--- config.mk ---
export PLATFORM = sky130hd
export DESIGN_NAME = alu_share_arbiter
export DESIGN_NICKNAME = d
export VERILOG_FILES = /design/src/rtl/alu_share_pkg.sv /design/src/rtl/rr_arb2.sv /design/src/rtl/alu_share_arbiter.sv
export SDC_FILE = /design/constraint.sdc
export NUM_CORES = 1
export LEC_CHECK = 0
export ABC_CLOCK_PERIOD_IN_PS = 4850
export CAP_MARGIN = 10
export CELL_PAD_IN_SITES_DETAIL_PLACEMENT = 1
export CELL_PAD_IN_SITES_GLOBAL_PLACEMENT = 1
export CORE_AREA = 2 2 131 82
export CTS_CLUSTER_DIAMETER = 100
export CTS_CLUSTER_SIZE = 30
export DETAILED_ROUTE_END_ITERATION = 16
export DIE_AREA = 0 0 133 84
export PLACE_DENSITY = 0.9
export SYNTH_ARGS = -nofsm -noshare
export SYNTH_HDL_FRONTEND = slang
export SYNTH_SLANG_ARGS = --single-unit
export TNS_END_PERCENT = 5
--- constraint.sdc ---
create_clock -name clk -period 4.85 [get_ports clk]
set_input_delay 0.97 -clock clk [delete_from_list [all_inputs] [get_ports clk]]
set_output_delay 0.97 -clock clk [all_outputs]
set_load 0.01 [all_outputs]
--- src/rtl/alu_share_pkg.sv ---
// Shared types and defaults for the two-requester ALU sharing block.
package alu_share_pkg;

    localparam int WIDTH_DEF = 16;
    localparam int OPC_W_DEF = 3;
    localparam int CNT_W     = 4;   // settle counter, SETTLE up to 15

    typedef enum logic [1:0] {
        S_IDLE,
        S_ISSUE,
        S_SETTLE,
        S_RESP
    } state_t;

    // One operation as presented to the ALU
    typedef struct packed {
        logic [WIDTH_DEF-1:0] a;
        logic [WIDTH_DEF-1:0] b;
        logic [OPC_W_DEF-1:0] opc;
        logic                 c;
    } alu_req_t;

endpackage

--- src/rtl/rr_arb2.sv ---
// Two-way round-robin grant: pointer breaks ties, single requester always wins.
module rr_arb2 (
    input  logic [1:0] valid_i,
    input  logic       ptr_i,
    output logic [1:0] grant_o,
    output logic       gidx_o
);

    // Select winner index and one-hot grant
    always_comb begin
        gidx_o  = (valid_i == 2'b11) ? ptr_i : valid_i[1];
        grant_o = (|valid_i) ? (2'b01 << gidx_o) : 2'b00;
    end

endmodule

--- src/rtl/alu_share_arbiter.sv ---
// Arbitrates one combinational ALU between two requesters: grant, drive
// registered operands, wait SETTLE cycles, capture result/flags, hold
// until the owner accepts.
module alu_share_arbiter
    import alu_share_pkg::*;
#(
    parameter int WIDTH  = WIDTH_DEF,
    parameter int OPC_W  = OPC_W_DEF,
    parameter int SETTLE = 1
) (
    input  logic                 clk,
    input  logic                 rst_n,
    input  logic [1:0]           req_valid,
    output logic [1:0]           req_ready,
    input  logic [2*WIDTH-1:0]   req_a,
    input  logic [2*WIDTH-1:0]   req_b,
    input  logic [2*OPC_W-1:0]   req_opc,
    input  logic [1:0]           req_c,
    output logic [1:0]           rsp_valid,
    input  logic [1:0]           rsp_ready,
    output logic [WIDTH-1:0]     rsp_w,
    output logic                 rsp_zer,
    output logic                 rsp_neg,
    output logic [WIDTH-1:0]     alu_a,
    output logic [WIDTH-1:0]     alu_b,
    output logic [OPC_W-1:0]     alu_opc,
    output logic                 alu_c,
    input  logic [WIDTH-1:0]     alu_w,
    input  logic                 alu_zer,
    input  logic                 alu_neg,
    output logic                 busy
);

    localparam logic [CNT_W-1:0] SETTLE_L = CNT_W'(SETTLE);

    state_t               state_q, state_d;
    logic                 ptr_q, ptr_d;
    logic                 owner_q, owner_d;
    logic [CNT_W-1:0]     cnt_q, cnt_d;
    alu_req_t             alu_q, alu_d;
    logic [WIDTH-1:0]     rsp_w_q, rsp_w_d;
    logic                 rsp_zer_q, rsp_zer_d;
    logic                 rsp_neg_q, rsp_neg_d;

    alu_req_t             req_s [2];
    logic [1:0]           grant;
    logic                 gidx;

    // Unpack per-requester payload slices into request structs
    for (genvar i = 0; i < 2; i++) begin : g_req
        assign req_s[i] = '{a:   req_a[i*WIDTH +: WIDTH],
                            b:   req_b[i*WIDTH +: WIDTH],
                            opc: req_opc[i*OPC_W +: OPC_W],
                            c:   req_c[i]};
    end

    rr_arb2 u_arb (
        .valid_i (req_valid),
        .ptr_i   (ptr_q),
        .grant_o (grant),
        .gidx_o  (gidx)
    );

    // State and datapath registers, synchronous active-low reset
    always_ff @(posedge clk) begin
        if (!rst_n) begin
            state_q   <= S_IDLE;
            ptr_q     <= 1'b0;
            owner_q   <= 1'b0;
            cnt_q     <= '0;
            alu_q     <= '0;
            rsp_w_q   <= '0;
            rsp_zer_q <= 1'b0;
            rsp_neg_q <= 1'b0;
        end else begin
            state_q   <= state_d;
            ptr_q     <= ptr_d;
            owner_q   <= owner_d;
            cnt_q     <= cnt_d;
            alu_q     <= alu_d;
            rsp_w_q   <= rsp_w_d;
            rsp_zer_q <= rsp_zer_d;
            rsp_neg_q <= rsp_neg_d;
        end
    end

    // Next-state and register updates per FSM state
    always_comb begin
        state_d   = state_q;
        ptr_d     = ptr_q;
        owner_d   = owner_q;
        cnt_d     = cnt_q;
        alu_d     = alu_q;
        rsp_w_d   = rsp_w_q;
        rsp_zer_d = rsp_zer_q;
        rsp_neg_d = rsp_neg_q;
        unique case (state_q)
            S_IDLE: begin
                if (|req_valid) begin
                    alu_d   = req_s[gidx];
                    owner_d = gidx;
                    cnt_d   = SETTLE_L;
                    state_d = S_ISSUE;
                end
            end
            S_ISSUE: begin
                cnt_d   = cnt_q - 1'b1;
                state_d = S_SETTLE;
            end
            S_SETTLE: begin
                if (cnt_q == '0) begin
                    rsp_w_d   = alu_w;
                    rsp_zer_d = alu_zer;
                    rsp_neg_d = alu_neg;
                    state_d   = S_RESP;
                end else begin
                    cnt_d = cnt_q - 1'b1;
                end
            end
            S_RESP: begin
                // Only the owner's accept counts; the other line is ignored
                if (rsp_ready[owner_q]) begin
                    ptr_d   = ~owner_q;
                    state_d = S_IDLE;
                end
            end
            default: state_d = S_IDLE;
        endcase
    end

    // Outputs; request accept is masked while reset is held
    always_comb begin
        req_ready = (state_q == S_IDLE && rst_n) ? grant : 2'b00;
        rsp_valid = (state_q == S_RESP) ? (2'b01 << owner_q) : 2'b00;
        busy      = (state_q != S_IDLE);
        alu_a     = alu_q.a;
        alu_b     = alu_q.b;
        alu_opc   = alu_q.opc;
        alu_c     = alu_q.c;
        rsp_w     = rsp_w_q;
        rsp_zer   = rsp_zer_q;
        rsp_neg   = rsp_neg_q;
    end

endmodule

==> flow_summary.json <==
{
  "outcome": "finished clean",
  "yosysMostFrequentCell": "dfxtp_1",
  "seqPwrFrac": 0.299,
  "start_kind": "primary input",
  "hold_violations": 0,
  "cp-endpoint": "req_ready[1]",
  "cpLargestDelayFamily": "buffers and inverters",
  "synth-async-reset-ratio": 0,
  "synth_cell_types": 41,
  "pwr-share-comb": 0.446,
  "synthTopCellsByArea": "dfxtp_1 (42%), a311oi_1 (11%), nand3b_1 (9.7%), o21ai_0 (6.2%), nand2_1 (5.1%)",
  "place_congestion": 0.877,
  "num_vias": 3218,
  "grt_usage": 0.200,
  "area_growth_pct": 65.9,
  "hold_path_class": "register to register",
  "cap_violations": 0,
  "die-area_um2": 11200,
  "switching_share": 0.353,
  "finalPower_mw": 2.58,
  "p_leak_nw": 1.69,
  "cts_resized": 0,
  "cp.required_ns": 3.88,
  "path_depth": 5,
  "ys_warn_count": 0,
  "first_global_vias": 3496,
  "setup-violations-final": 0,
  "grt_pass1_wl_um": 18000,
  "ant_nets": 0,
  "slew_headroom": 0.257,
  "drive_gt1_frac": 0.0530,
  "path_common_cell": "clkdlybuf4s50_1",
  "crit_path_cell_trace": "clkdlybuf4s50_1, and2b_2, nand2b_1, nor3_1, clkdlybuf4s50_1",
  "cts_setup_buffers": 0,
  "grt_max_degree": 74,
  "clk_latency_ns": 0.32,
  "crit_buf_inv": 2,
  "dp_slack_ns": 1.29,
  "synth_common_cells": "dfxtp_1 (62), nand2_1 (40), nand3b_1 (38)",
  "nets": 588,
  "worstReg2RegEnd": "rsp_zer",
  "ioPinCount": 155,
  "gr-total-overflow": 0,
  "critPathSlowestCell": "clkdlybuf4s50_1",
  "layout_setup_ws_ns": 1.29,
  "crit_fanout": 3,
  "syn-num-nets": 452,
  "cts.sinks": 62,
  "clkPwrFrac": 0.255,
  "critPathKind": "primary input to output pin",
  "post-route-min-period_ns": 3.56,
  "cts.htree.levels": 3,
  "max_freq_ghz": 0.281,
  "utilization": 0.480,
  "path_clk_slew_ns": 0.05,
  "regToRegSetupSlack_ns": 2.84,
  "r2r_cells": 5,
  "dr.pass1.iters": 4,
  "cellPowerDensity_nw_per_um2": 531,
  "port_buffers": 154,
  "slew_violations": 0,
  "r2r-start": "state_q[0]",
  "internal_power_mw": 1.67,
  "drc_errors": 0,
  "synth_enable_flop_cells": 0,
  "start_util": 0.289,
  "die_y_um": 84,
  "viasPerCell": 5.11,
  "postSynthAreaPerCell_um2": 8.34,
  "timing.clock.skew_ns": 0.00612,
  "fin_cells": 630,
  "cts_tree": "yes",
  "ctsRootBufferMaster": "clkbuf_16",
  "finalCritPeriodShare": 0.734,
  "ir_drop_uv": 191,
  "power_switching_uw": 912,
  "cts_hold_buffers": 0,
  "netlist_area_um2": 2930,
  "core_area_um2": 10100,
  "antenna_found_initial": 0,
  "worst-slew-pin-transition_ns": 1.11,
  "synth.yosys.seq_area_share": 0.424,
  "ys.flop_type": "dfxtp_1",
  "min_from": "rsp_w[14]",
  "crit_start": "req_valid[0]",
  "yosys.area.top_type": "dfxtp_1",
  "clock_path_buffers": 2,
  "synthCells": 351,
  "rows": 29,
  "dp.cells": 615,
  "rsz0062_at_grt": "no",
  "hpwl_um": 7790,
  "fin_setup_tns_ns": 0,
  "critPathArrivalTime_ns": 2.59,
  "slowest_delay_ns": 0.62,
  "diodes": 0,
  "wl_um": 11100,
  "die_x_um": 133,
  "cts_buffers": 9,
  "drt_iter0_drc": 103,
  "wl_per_cell_um": 17.6,
  "end_kind": "output pin",
  "yosysTopAreaCellShare": 0.424,
  "ys_ff_latch": 62
}
==> layout make-up <==
class                           instances  area (um^2)
Fill cell                            1158         5270
Timing Repair Buffer                  159         1580
Multi-Input combinational cell        246         1520
Sequential cell                        62         1240
Clock buffer                           12          267
Tap cell                              139          174
Clock inverter                          3         42.5
Inverter                                9         33.8
==> stage by stage <==
step	hold WS [ns]	instance area (um^2)
after floorplan	0.453	2930
after global placement	0.442	4550
after detailed placement	0.451	4550
after CTS	0.458	4860
after global routing	0.476	4860
final	0.454	4860
==> registers in the layout, indices dropped and copies added, names as in the netlist, 2 cells and up <==
| name | count |
|---|---|
| alu_a | 16 |
| alu_b | 16 |
| rsp_w | 16 |
| cnt_q | 4 |
| alu_opc | 3 |
| state_q | 2 |
==> tightest hold or removal path, cell delays in order, from the launching register on <==
cell	delay [ns]
dfxtp_1	0.30
nand2_1	0.05
a21oi_1	0.05
==> worst min path at each step <==
stage / slack, ns / cells past startpoint / end
floorplan: 0.45 / 2 / cnt_q[1]
detailed placement: 0.45 / 2 / rsp_w[14]
global placement: 0.44 / 2 / rsp_neg
global route: 0.48 / 2 / rsp_w[14]
CTS: 0.46 / 2 / rsp_w[14]
finish: 0.45 / 2 / rsp_w[14]
==> layout by cell type (no fill, tap or decap), types with 5 or more instances in the layout <==
cell type and count:
clkdlybuf4s50_1 154, dfxtp_1 62, nand2_1 40, nand3b_1 38
nor2_1 37, o21ai_0 36, a311oi_1 36, a21oi_1 21
clkbuf_16 9, inv_1 8, ha_1 5, buf_4 5
==> kinds of logic (layout without fill, tap and decap cells) <==
group	after synthesis	after routing	synth area share
adders and majority gates	5	5	0.0214
muxes	2	2	0.00684
and+or+nand+nor	134	134	0.243
AOI/OAI and AO/OA	105	105	0.242
DFF	62	62	0.424
buffers and inverters	43	183	0.0628
==> routing by layer <==
layer,global-route usage,share of wire,vias up
met5,0,0,-
met4,0.0518,0.010,0
met3,0.0546,0.045,8
met2,0.355,0.50,84
met1,0.238,0.45,1578
li1,-,-,1548
==> power by group through the flow <==
stage | clock network [mW] | registers, mW | logic (mW)
final | 0.657 | 0.773 | 1.15
after global routing | 0.699 | 0.793 | 1.27
after CTS | 0.675 | 0.773 | 1.16
after detailed placement | 0 | 0.782 | 1.15
after global placement | 0 | 0.768 | 1.09
after floorplan | 0 | 0.818 | 0.592
No activity file was read; power rests on OpenSTA's default activity.
